## config.mk

```make
export PLATFORM = sky130hd
export DESIGN_NAME = uart_char_tx
export DESIGN_NICKNAME = d
export VERILOG_FILES = /design/src/rtl/uart_char_tx.sv
export SDC_FILE = /design/constraint.sdc
export NUM_CORES = 1
export LEC_CHECK = 0
export CORE_MARGIN = 2
export CORE_UTILIZATION = 60
export DETAILED_ROUTE_END_ITERATION = 12
export PLACE_DENSITY = 0.82
export SLEW_MARGIN = 10
export SYNTH_ARGS = -nofsm -noshare
export SYNTH_HDL_FRONTEND = slang
export SYNTH_SLANG_ARGS = --single-unit
```

## constraint.sdc

```tcl
create_clock -name sys_clock -period 3.2 [get_ports sys_clock]
set_input_delay 0.32 -clock sys_clock [delete_from_list [all_inputs] [get_ports sys_clock]]
set_output_delay 0.32 -clock sys_clock [all_outputs]
set_load 0.1 [all_outputs]
```

## src/rtl/uart_char_tx.sv

```systemverilog
// -----------------------------------------------------------------------------
// uart_char_tx
// Serial character transmitter. It frames one byte as a start bit (0), eight
// data bits LSB first and a stop bit (1), and holds each bit for BIT_TICKS
// system clocks. A one-cycle char_sent pulse marks the end of the stop bit.
//
// Ports
//   sys_clock  in   system clock, all state changes on the rising edge
//   reset_n    in   asynchronous active-low reset
//   tx_data    in   [7:0] character to send, sampled only on an accepted load
//   load       in   send request, level-sampled, ignored while busy
//   tx_busy    out  high while a frame is in progress
//   tx_serial  out  registered serial line, idles high
//   char_sent  out  one-cycle pulse when the stop bit completes
//   bit_count  out  [3:0] bits fully sent in the current frame, 0 when idle
// -----------------------------------------------------------------------------
module uart_char_tx #(
  parameter int unsigned BIT_TICKS = 16  // system clocks per serial bit, 1..65535
) (
  input  logic       sys_clock,
  input  logic       reset_n,
  input  logic [7:0] tx_data,
  input  logic       load,
  output logic       tx_busy,
  output logic       tx_serial,
  output logic       char_sent,
  output logic [3:0] bit_count
);

  typedef enum logic [1:0] {
    IDLE,
    START,
    DATA,
    STOP
  } state_e;

  localparam logic [15:0] TICK_LAST     = 16'(BIT_TICKS - 1);
  // bit_count value reached when the last data bit finishes.
  localparam logic [3:0]  DATA_DONE_CNT = 4'd9;

  state_e      state_q,   state_d;
  logic [15:0] tick_q,    tick_d;
  logic [3:0]  bit_cnt_q, bit_cnt_d;
  logic [7:0]  shift_q,   shift_d;
  logic        serial_q,  serial_d;
  logic        busy_q,    busy_d;
  logic        sent_q,    sent_d;

  logic        tick_done;
  logic [3:0]  bit_next;

  assign tick_done = (tick_q == TICK_LAST);
  assign bit_next  = bit_cnt_q + 4'd1;

  // NOTE: every signal written here gets a default first, so no path through
  // the case statement leaves one unassigned and no latch is inferred.
  always_comb begin
    state_d   = state_q;
    tick_d    = tick_q;
    bit_cnt_d = bit_cnt_q;
    shift_d   = shift_q;
    serial_d  = serial_q;
    busy_d    = busy_q;
    sent_d    = 1'b0;

    unique case (state_q)
      IDLE: begin
        serial_d  = 1'b1;
        busy_d    = 1'b0;
        bit_cnt_d = 4'd0;
        tick_d    = 16'd0;
        if (load) begin
          shift_d  = tx_data;
          state_d  = START;
          serial_d = 1'b0;
          busy_d   = 1'b1;
        end
      end

      START, DATA, STOP: begin
        if (!tick_done) begin
          tick_d = tick_q + 16'd1;
        end else begin
          // Bit boundary: restart the tick count, count the finished bit and
          // expose the next data bit at shift_q[0] for the following boundary.
          tick_d    = 16'd0;
          bit_cnt_d = bit_next;
          shift_d   = {1'b0, shift_q[7:1]};
          if (state_q == START) begin
            state_d  = DATA;
            serial_d = shift_q[0];
          end else if (state_q == DATA) begin
            if (bit_next == DATA_DONE_CNT) begin
              state_d  = STOP;
              serial_d = 1'b1;
            end else begin
              serial_d = shift_q[0];
            end
          end else begin
            // Stop bit done: the frame is complete at ten bits, so the count
            // returns straight to zero instead of showing 10.
            state_d   = IDLE;
            serial_d  = 1'b1;
            busy_d    = 1'b0;
            bit_cnt_d = 4'd0;
            sent_d    = 1'b1;
          end
        end
      end

      default: begin
        state_d  = IDLE;
        serial_d = 1'b1;
        busy_d   = 1'b0;
      end
    endcase
  end

  // NOTE: sequential state uses non-blocking assignments so every register
  // samples the pre-edge values regardless of statement order.
  always_ff @(posedge sys_clock or negedge reset_n) begin
    if (!reset_n) begin
      state_q   <= IDLE;
      tick_q    <= 16'd0;
      bit_cnt_q <= 4'd0;
      shift_q   <= 8'd0;
      serial_q  <= 1'b1;
      busy_q    <= 1'b0;
      sent_q    <= 1'b0;
    end else begin
      state_q   <= state_d;
      tick_q    <= tick_d;
      bit_cnt_q <= bit_cnt_d;
      shift_q   <= shift_d;
      serial_q  <= serial_d;
      busy_q    <= busy_d;
      sent_q    <= sent_d;
    end
  end

  assign tx_busy   = busy_q;
  assign tx_serial = serial_q;
  assign char_sent = sent_q;
  assign bit_count = bit_cnt_q;

endmodule

```

* Word-level counts from Yosys, hierarchy flattened
Cells that the tools add are included. W data, S select, Z words.
Storage, ports and cells: output and inout port bits 7, flip-flop bits (word level) 33, memory bits (writable) 0, latch bits 0, memories 0, input port bits 11, bits in read-only memories 0
Operators by class: bitwise gates (word level) 0, div/mod/pow operators 0, multipliers 0, $add $sub $neg 2, mux-type cells 30, reduce and logical (&&, ||, !) cells 5, equality and inequality tests 10, shift operators 0, order comparisons 0
Operator list (count):
- $pmux W16 S2 | 1
- $add A16 B1 Y16 const B | 1
- $eq A16 B4 Y1 const B | 1
- $mux W16 | 1
- $mux W8 | 2
- $pmux W8 S2 | 1
- $mux W1 | 13
- $mux W4 | 3
- $mux W2 | 5
- $ne A2 B2 Y1 const B | 4
- $pmux W4 S2 | 1
- $reduce_and A3 Y1 | 2
- $add A4 B1 Y4 const B | 1
- $eq A2 B2 Y1 const B | 2
- $eq A4 B4 Y1 const B | 1
- $ne A4 B4 Y1 const B | 1
- $pmux W1 S2 | 2
- $pmux W2 S2 | 1
- $reduce_or A3 Y1 | 1
- $eq A2 B1 Y1 const B | 1
- $logic_not A2 Y1 | 1
- $reduce_and A2 Y1 | 1

* Depth between registers and ports, before layout
Gate-level depths: netlist of the first run.
depth in word-level cells 7, depth in mapped cells 7

* Worst setup path after synthesis of the first run
OpenSTA, ideal clock, no wires.
path type register to register, start register bit_cnt_q[0] (netlist: bit_count[0]), end register state_q[1], setup slack 1.042 ns, required time 3.096 ns, library setup time 0.104 ns, path buffers 0, clock period less this slack 2.158 ns, arrival time 2.054 ns, cell stages (with the launch flop) 7, path through dfrtp_1 inv_1 ha_1 nand3_1 a21oi_1 or4bb_1 o311ai_1
Between the ends: longest elaborated chain between the ends 4
RTL lines:
- from (decl) | RTL line 43 | logic [3:0] bit_cnt_q, bit_cnt_d;
- from (signal assigned) | RTL line 133 | bit_cnt_q <= bit_cnt_d;
- $add A4 B1 Y4 | RTL line 53 | assign bit_next = bit_cnt_q + 4'd1;
- $eq A4 B4 Y1 | RTL line 93 | if (bit_next == DATA_DONE_CNT) begin
- $ne A4 B4 Y1 (no source line)
- $reduce_and A3 Y1 (no source line)
- to (signal assigned) | RTL line 131 | state_q <= state_d;
- to (decl) | RTL line 41 | state_e state_q, state_d;
No other way between the ends. A chain may end at the register's enable or synchronous reset.

* Worst setup path after layout of the first run
start register state_q[1], end register state_q[1]
Between the ends: longest elaborated chain between the ends 5
RTL lines:
- $eq A2 B2 Y1 | RTL line 66, 92
- $mux W2 | RTL line 92 | end else if (state_q == DATA) begin
- $mux W2 | RTL line 89 | if (state_q == START) begin
- $mux W2 | RTL line 81 | if (!tick_done) begin
- $pmux W2 S2 | RTL line 66 | unique case (state_q)
Several ways; a longest one is shown, not always the timed one. The select of a mux whose other input is x is not followed.

==> flow_metrics.py, run 1 <==
metrics = {
    "hold_path": {
        "hold_class": "primary input to asynchronous set/reset pin",
    },
    "clocking": {
        "cts_max_level": 2,
        "clk_pin_slew_ns": 0.10,
        "clk_path_buf_depth": 2,
        "clk_latency_ns": 0.34,
        "cts_tree": "yes",
        "clockRootBuffer": "clkbuf_4",
        "cts_setup_buffers": 0,
        "cts_resized": 0,
        "ctsHoldBuffers": 0,
        "cts.sinks": 33,
        "cts_made_buffers": 5,
    },
    "routing": {
        "first_iter_violations": 112,
        "antenna_left": 0,
        "drt_first_pass_iters": 4,
        "wl_met3_um": 127,
        "top_layer": "met4",
        "avgViaCountPerCell": 6.37,
        "wirelength_um": 3760,
        "drc": 0,
        "wl_met2_um": 1960,
        "wire_per_inst_um": 16.4,
        "wl_met1_um": 1600,
        "vias": 1458,
    },
    "pwr": {
        "p_per_area_nw_per_um2": 347,
        "power_leakage_uw": 0.000882,
        "ir_worst_vdd_uv": 311,
        "p_total_uw": 710,
    },
    "timing": {
        "skew_ns": 0.00688,
        "tns_ns": 0,
        "fmax_ghz": 0.391,
        "setup_viol": 0,
        "hold_viol": 0,
        "min_period_over_period": 0.800,
        "fin_hold_ws_ns": 0.372,
        "slew_headroom": 0.352,
        "post-route-min-period_ns": 2.56,
        "worst_pin_slew_ns": 0.968,
        "grt_setup_unrepaired": "no",
        "final-max-slew-violation-count": 0,
    },
    "logic_synthesis": {
        "synth_seq_cells": 33,
        "synth_cells": 178,
        "netlist.area_leader.share": 0.448,
        "synth_area_leaders": "dfrtp_1 (45%), ha_1 (5.6%), o21ai_0 (5.6%)",
        "yosysTopAreaCell": "dfrtp_1",
        "synth_top_flop_cell": "dfrtp_1",
        "syn-num-nets": 197,
        "synth-edff-count": 0,
        "syn_avg_cell_area_um2": 10.1,
        "synth-seq-area-share": 0.462,
        "synth.cell_area_um2": 1790,
        "ys_warn_count": 0,
        "synthArstFlopShare": 1.00,
        "synth_cell_types": 43,
    },
    "global_routing": {
        "grt_pass1_wl_um": 6350,
        "grt_usage": 0.249,
        "first_global_vias": 1441,
        "grt_max_degree": 34,
        "antenna_found_initial": 0,
        "overflow": 0,
    },
    "critical_path": {
        "cp-start-kind": "register",
        "cpMaxStageDelayCell": "ha_1",
        "crit_fanout": 23,
        "cp.required_ns": 3.43,
        "r2r-start": "state_q[1]",
        "cp-end-kind": "register",
        "cpPeakStageDelay_ns": 0.80,
        "worstSetupPathType": "register to register",
        "arrival_ns": 2.79,
        "crit_path_start": "state_q[1]",
        "crit_chain": "inv_1 -> ha_1 -> a41o_2 -> nand2_1 -> o311ai_1",
    },
    "placement": {
        "gp_routability_congestion": 0.863,
        "dp_hpwl_um": 2600,
        "port_buffers": 17,
        "post-place-cells": 221,
    },
    "final_layout": {
        "synthToLayoutAreaGrowth_pct": 14.5,
        "fin_cells": 229,
        "final_nets": 216,
        "final_common_cell": "dfrtp_1",
        "fillerInstances": 220,
        "antenna_cells": 0,
        "layout_common_cells": "dfrtp_1 (32), o21ai_0 (20), clkdlybuf4s50_1 (16)",
        "drive_above_1_share": 0.0960,
    },
    "die": {
        "row_count": 19,
        "die_area_um2": 3430,
        "die_w_um": 58.6,
        "start_util": 0.638,
        "ioPinCount": 18,
        "die_y_um": 58.6,
        "core_area_um2": 2810,
    },
    "outcome": {
        "outcome": "completed",
    },
    "job": {
        "maxCapViolations": 0,
    },
}
-- final timing paths --
path / cells past startpoint / slack [ns] / to
worst max-delay path: 5 / 0.64 / state_q[1]
worst min-delay path: 2 / 0.37 / tick_q[4]
worst max register to register: 5 / 0.64 / state_q[1]
worst min register to register: 1 / 0.50 / tick_q[0]
max in group asynchronous: 2 / 2.50 / tx_serial
min in group sys_clock: 1 / 0.50 / tick_q[0]
-- sequential cells by signal (all words and copies together), names as in the netlist --
name	count
tick_q	16
shift_q	8
bit_count	4
state_q	2
char_sent	1
tx_busy	1
tx_serial	1
-- worst max-delay path, delay by kind of cell, from the launching register on --
kind | cells | cell delay [ns]
adder cells (fa/ha/maj) | 1 | 0.80
AO/OA/AOI/OAI | 2 | 0.80
flip-flops | 1 | 0.44
AND/OR/NAND/NOR | 1 | 0.26
buffers and inverters | 1 | 0.14
-- synthesized netlist by cell type, types with 2 or more instances --
library cell,instances
a21oi_1,8
clkbuf_1,4
dfrtp_1,32
ha_1,8
inv_1,7
mux2i_1,7
nand2_1,11
nand3_1,6
nand4_1,4
nor2_1,15
nor2b_1,2
nor3_1,6
nor4_1,5
nor4_4,3
o21ai_0,20
or3_1,4
xnor2_1,10
-- cell families after synthesis --
| family | count (synthesis) | share of synthesized area |
|---|---|---|
| muxes | 7 | 0.0392 |
| xor gates and xnor gates | 11 | 0.0538 |
| DFF | 33 | 0.462 |
| buffers and inverters | 13 | 0.0280 |
| and+or+nand+nor | 68 | 0.233 |
| AOI/OAI and AO/OA | 38 | 0.128 |
| adders and majority gates | 8 | 0.0559 |
-- metal layers --
| metal | up-vias | global-route usage |
|---|---|---|
| li1 | 685 | - |
| met1 | 729 | 0.297 |
| met2 | 34 | 0.429 |
| met3 | 10 | 0.0484 |
| met4 | 0 | 0.130 |
| met5 | - | 0 |
-- report_power, final --
part / total (uW) / internal [uW] / switching (uW) / leakage, uW
Combinational: 21.9 / 11.8 / 10.1 / 0.000408
Clock: 272 / 127 / 144 / 0.0000413
Sequential: 417 / 417 / 0 / 0.000433
Total: 710 / 556 / 155 / 0.000882
-- through the flow --
step / worst slack [ns] / cell area, um^2 / utilization
after floorplan: 1.04 / 1790 / -
after CTS: 0.700 / 2050 / 0.731
after detailed placement: 0.716 / 1980 / 0.706
after global routing: 0.533 / 2050 / 0.731
final: 0.641 / 2050 / 0.731
after global placement: 0.907 / 1980 / 0.706
-- layout make-up --
type	count	area (um^2)	area share
multi-input cells	132	912	0.445
flip-flops and latches	33	827	0.404
repair buffers	18	175	0.0855
clock buffers	7	65.1	0.0317
well taps	31	38.8	0.0189
inverters	7	26.3	0.0128
clock inverters	1	5.00	0.00244
No activity file was read; power rests on OpenSTA's default activity.
==> inputs of run 2 (changes only) <==
- CORE_UTILIZATION: 60 -> 56
- PLACE_DENSITY: 0.82 -> 0.78
- clock period: 3.2 -> 2.5 ns (I/O delays scaled with it)
==> flow_metrics.py, run 2 (synthesized netlist as in run 1, its figures left out) <==
metrics = {
    "critical_path": {
        "arrival_ns": 2.21,
        "cpMaxStageDelayCell": "a41o_2",
        "r2r-end": "state_q[1]",
        "path_buf_inv": 0,
        "path_delay_family": "compound AO/OA/AOI/OAI gates",
        "r2r-start": "tick_q[0]",
        "cpPeakStageDelay_ns": 0.42,
        "rr_worst_depth": 5,
        "crit_fanout": 16,
        "cp-end-kind": "register",
        "worstSetupPathType": "register to register",
        "cp.required_ns": 2.76,
        "cp-start-kind": "register",
        "crit_chain": "ha_1 -> and3_1 -> a41o_2 -> nand2_1 -> o311ai_1",
        "reg2reg_slack_ns": 0.55,
    },
    "placement": {
        "pre_cts_ws_ns": 0.558,
        "gp_routability_congestion": 0.818,
        "placed_cell_area_um2": 2000,
        "dp_hpwl_um": 2730,
        "port_buffers": 17,
    },
    "clocking": {
        "clk_latency_ns": 0.35,
        "cts.sinks": 33,
        "cts_tree": "yes",
        "cts_resized": 0,
        "clk_path_buf_depth": 2,
        "cts_setup_buffers": 0,
        "clk_pin_slew_ns": 0.10,
        "cts_max_level": 2,
        "cts_made_buffers": 5,
        "clockRootBuffer": "clkbuf_4",
        "ctsHoldBuffers": 0,
    },
    "routing": {
        "drc": 0,
        "antenna_left": 0,
        "avgViaCountPerCell": 5.85,
        "vias": 1427,
        "wirelength_um": 3830,
        "wire_per_inst_um": 15.7,
        "first_iter_violations": 58,
        "drt_first_pass_iters": 4,
    },
    "die": {
        "die_area_um2": 3660,
        "die_y_um": 60.5,
        "core_area_um2": 3050,
        "row_count": 20,
        "start_util": 0.586,
        "ioPinCount": 18,
        "die_w_um": 60.5,
    },
    "final_layout": {
        "final_nets": 218,
        "largest_register_ffs": 16,
        "post-route-util": 0.670,
        "post-route-cell-area_um2": 2050,
        "drive_above_1_share": 0.130,
        "antenna_cells": 0,
        "layout_common_cells": "dfrtp_1 (32), o21ai_0 (20), nor2_1 (15)",
        "multi_input_area_um2": 912,
        "final_common_cell": "dfrtp_1",
        "fillerInstances": 248,
        "regMostFlops": "tick_q",
        "synthToLayoutAreaGrowth_pct": 14.4,
        "final-seq-area_um2": 827,
    },
    "global_routing": {
        "grt_pass1_wl_um": 6580,
        "antenna_found_initial": 0,
        "grt_usage": 0.248,
        "first_global_vias": 1419,
        "overflow": 0,
        "grt_max_degree": 34,
    },
    "timing": {
        "grt_setup_unrepaired": "no",
        "layout_setup_ws_ns": 0.554,
        "min_period_over_period": 0.779,
        "fin_hold_ws_ns": 0.293,
        "hold_viol": 0,
        "worst_pin_slew_ns": 0.569,
        "skew_ns": 0.00916,
        "tns_ns": 0,
        "setup_viol": 0,
        "post-route-min-period_ns": 1.95,
        "final-max-slew-violation-count": 0,
        "fmax_ghz": 0.514,
        "slew_headroom": 0.620,
    },
    "job": {
        "maxCapViolations": 0,
    },
    "pwr": {
        "switching_power_uw": 196,
        "combinationalPowerShare": 0.033,
        "ir_worst_vdd_uv": 264,
        "clockPowerShare": 0.340,
        "power_leakage_uw": 0.000888,
        "netSwitchingFraction": 0.230,
        "power_frac_seq": 0.627,
        "p_per_area_nw_per_um2": 416,
        "p_int_uw": 655,
    },
    "hold_path": {
        "hold_class": "primary input to asynchronous set/reset pin",
    },
    "outcome": {
        "outcome": "completed",
    },
}
run 2: power by group through the flow:
stage | combinational, uW | sequential (uW) | clock (uW)
after floorplan | 0.502 | 544 | 0
after global placement | 28.0 | 544 | 0
after detailed placement | 28.8 | 544 | 0
after CTS | 28.9 | 533 | 296
after global routing | 30.9 | 534 | 318
final | 28.0 | 533 | 289
run 2: per-stage QoR:
step | total power (uW) | instances
floorplan | 545 | 178
global placement | 572 | 236
detailed placement | 573 | 236
CTS | 858 | 244
global route | 882 | 244
finish | 851 | 244
run 2: area by class of cell:
class	count	share of cell area
flip-flops and latches	33	0.404
repair buffers	20	0.0856
clock buffers	6	0.0202
multi-input cells	132	0.446
clock inverters	2	0.00489
inverters	7	0.0128
well taps	44	0.0269
run 2: worst max path at each step:
stage | from | end | cells past startpoint
final | tick_q[0] | state_q[1] | 5
after global routing | tick_q[0] | state_q[1] | 5
after CTS | tick_q[0] | state_q[1] | 5
after detailed placement | tick_q[0] | state_q[1] | 5
after global placement | tick_q[12] | state_q[1] | 4
after floorplan | bit_count[0] | state_q[1] | 6
run 2: per-layer routing:
layer / global-route usage / vias up / part of all wire
met4: 0.124 / 0 / 0.014
met1: 0.314 / 701 / 0.43
met2: 0.405 / 28 / 0.52
met5: 0 / - / 0
met3: 0.0512 / 6 / 0.036
li1: - / 692 / -
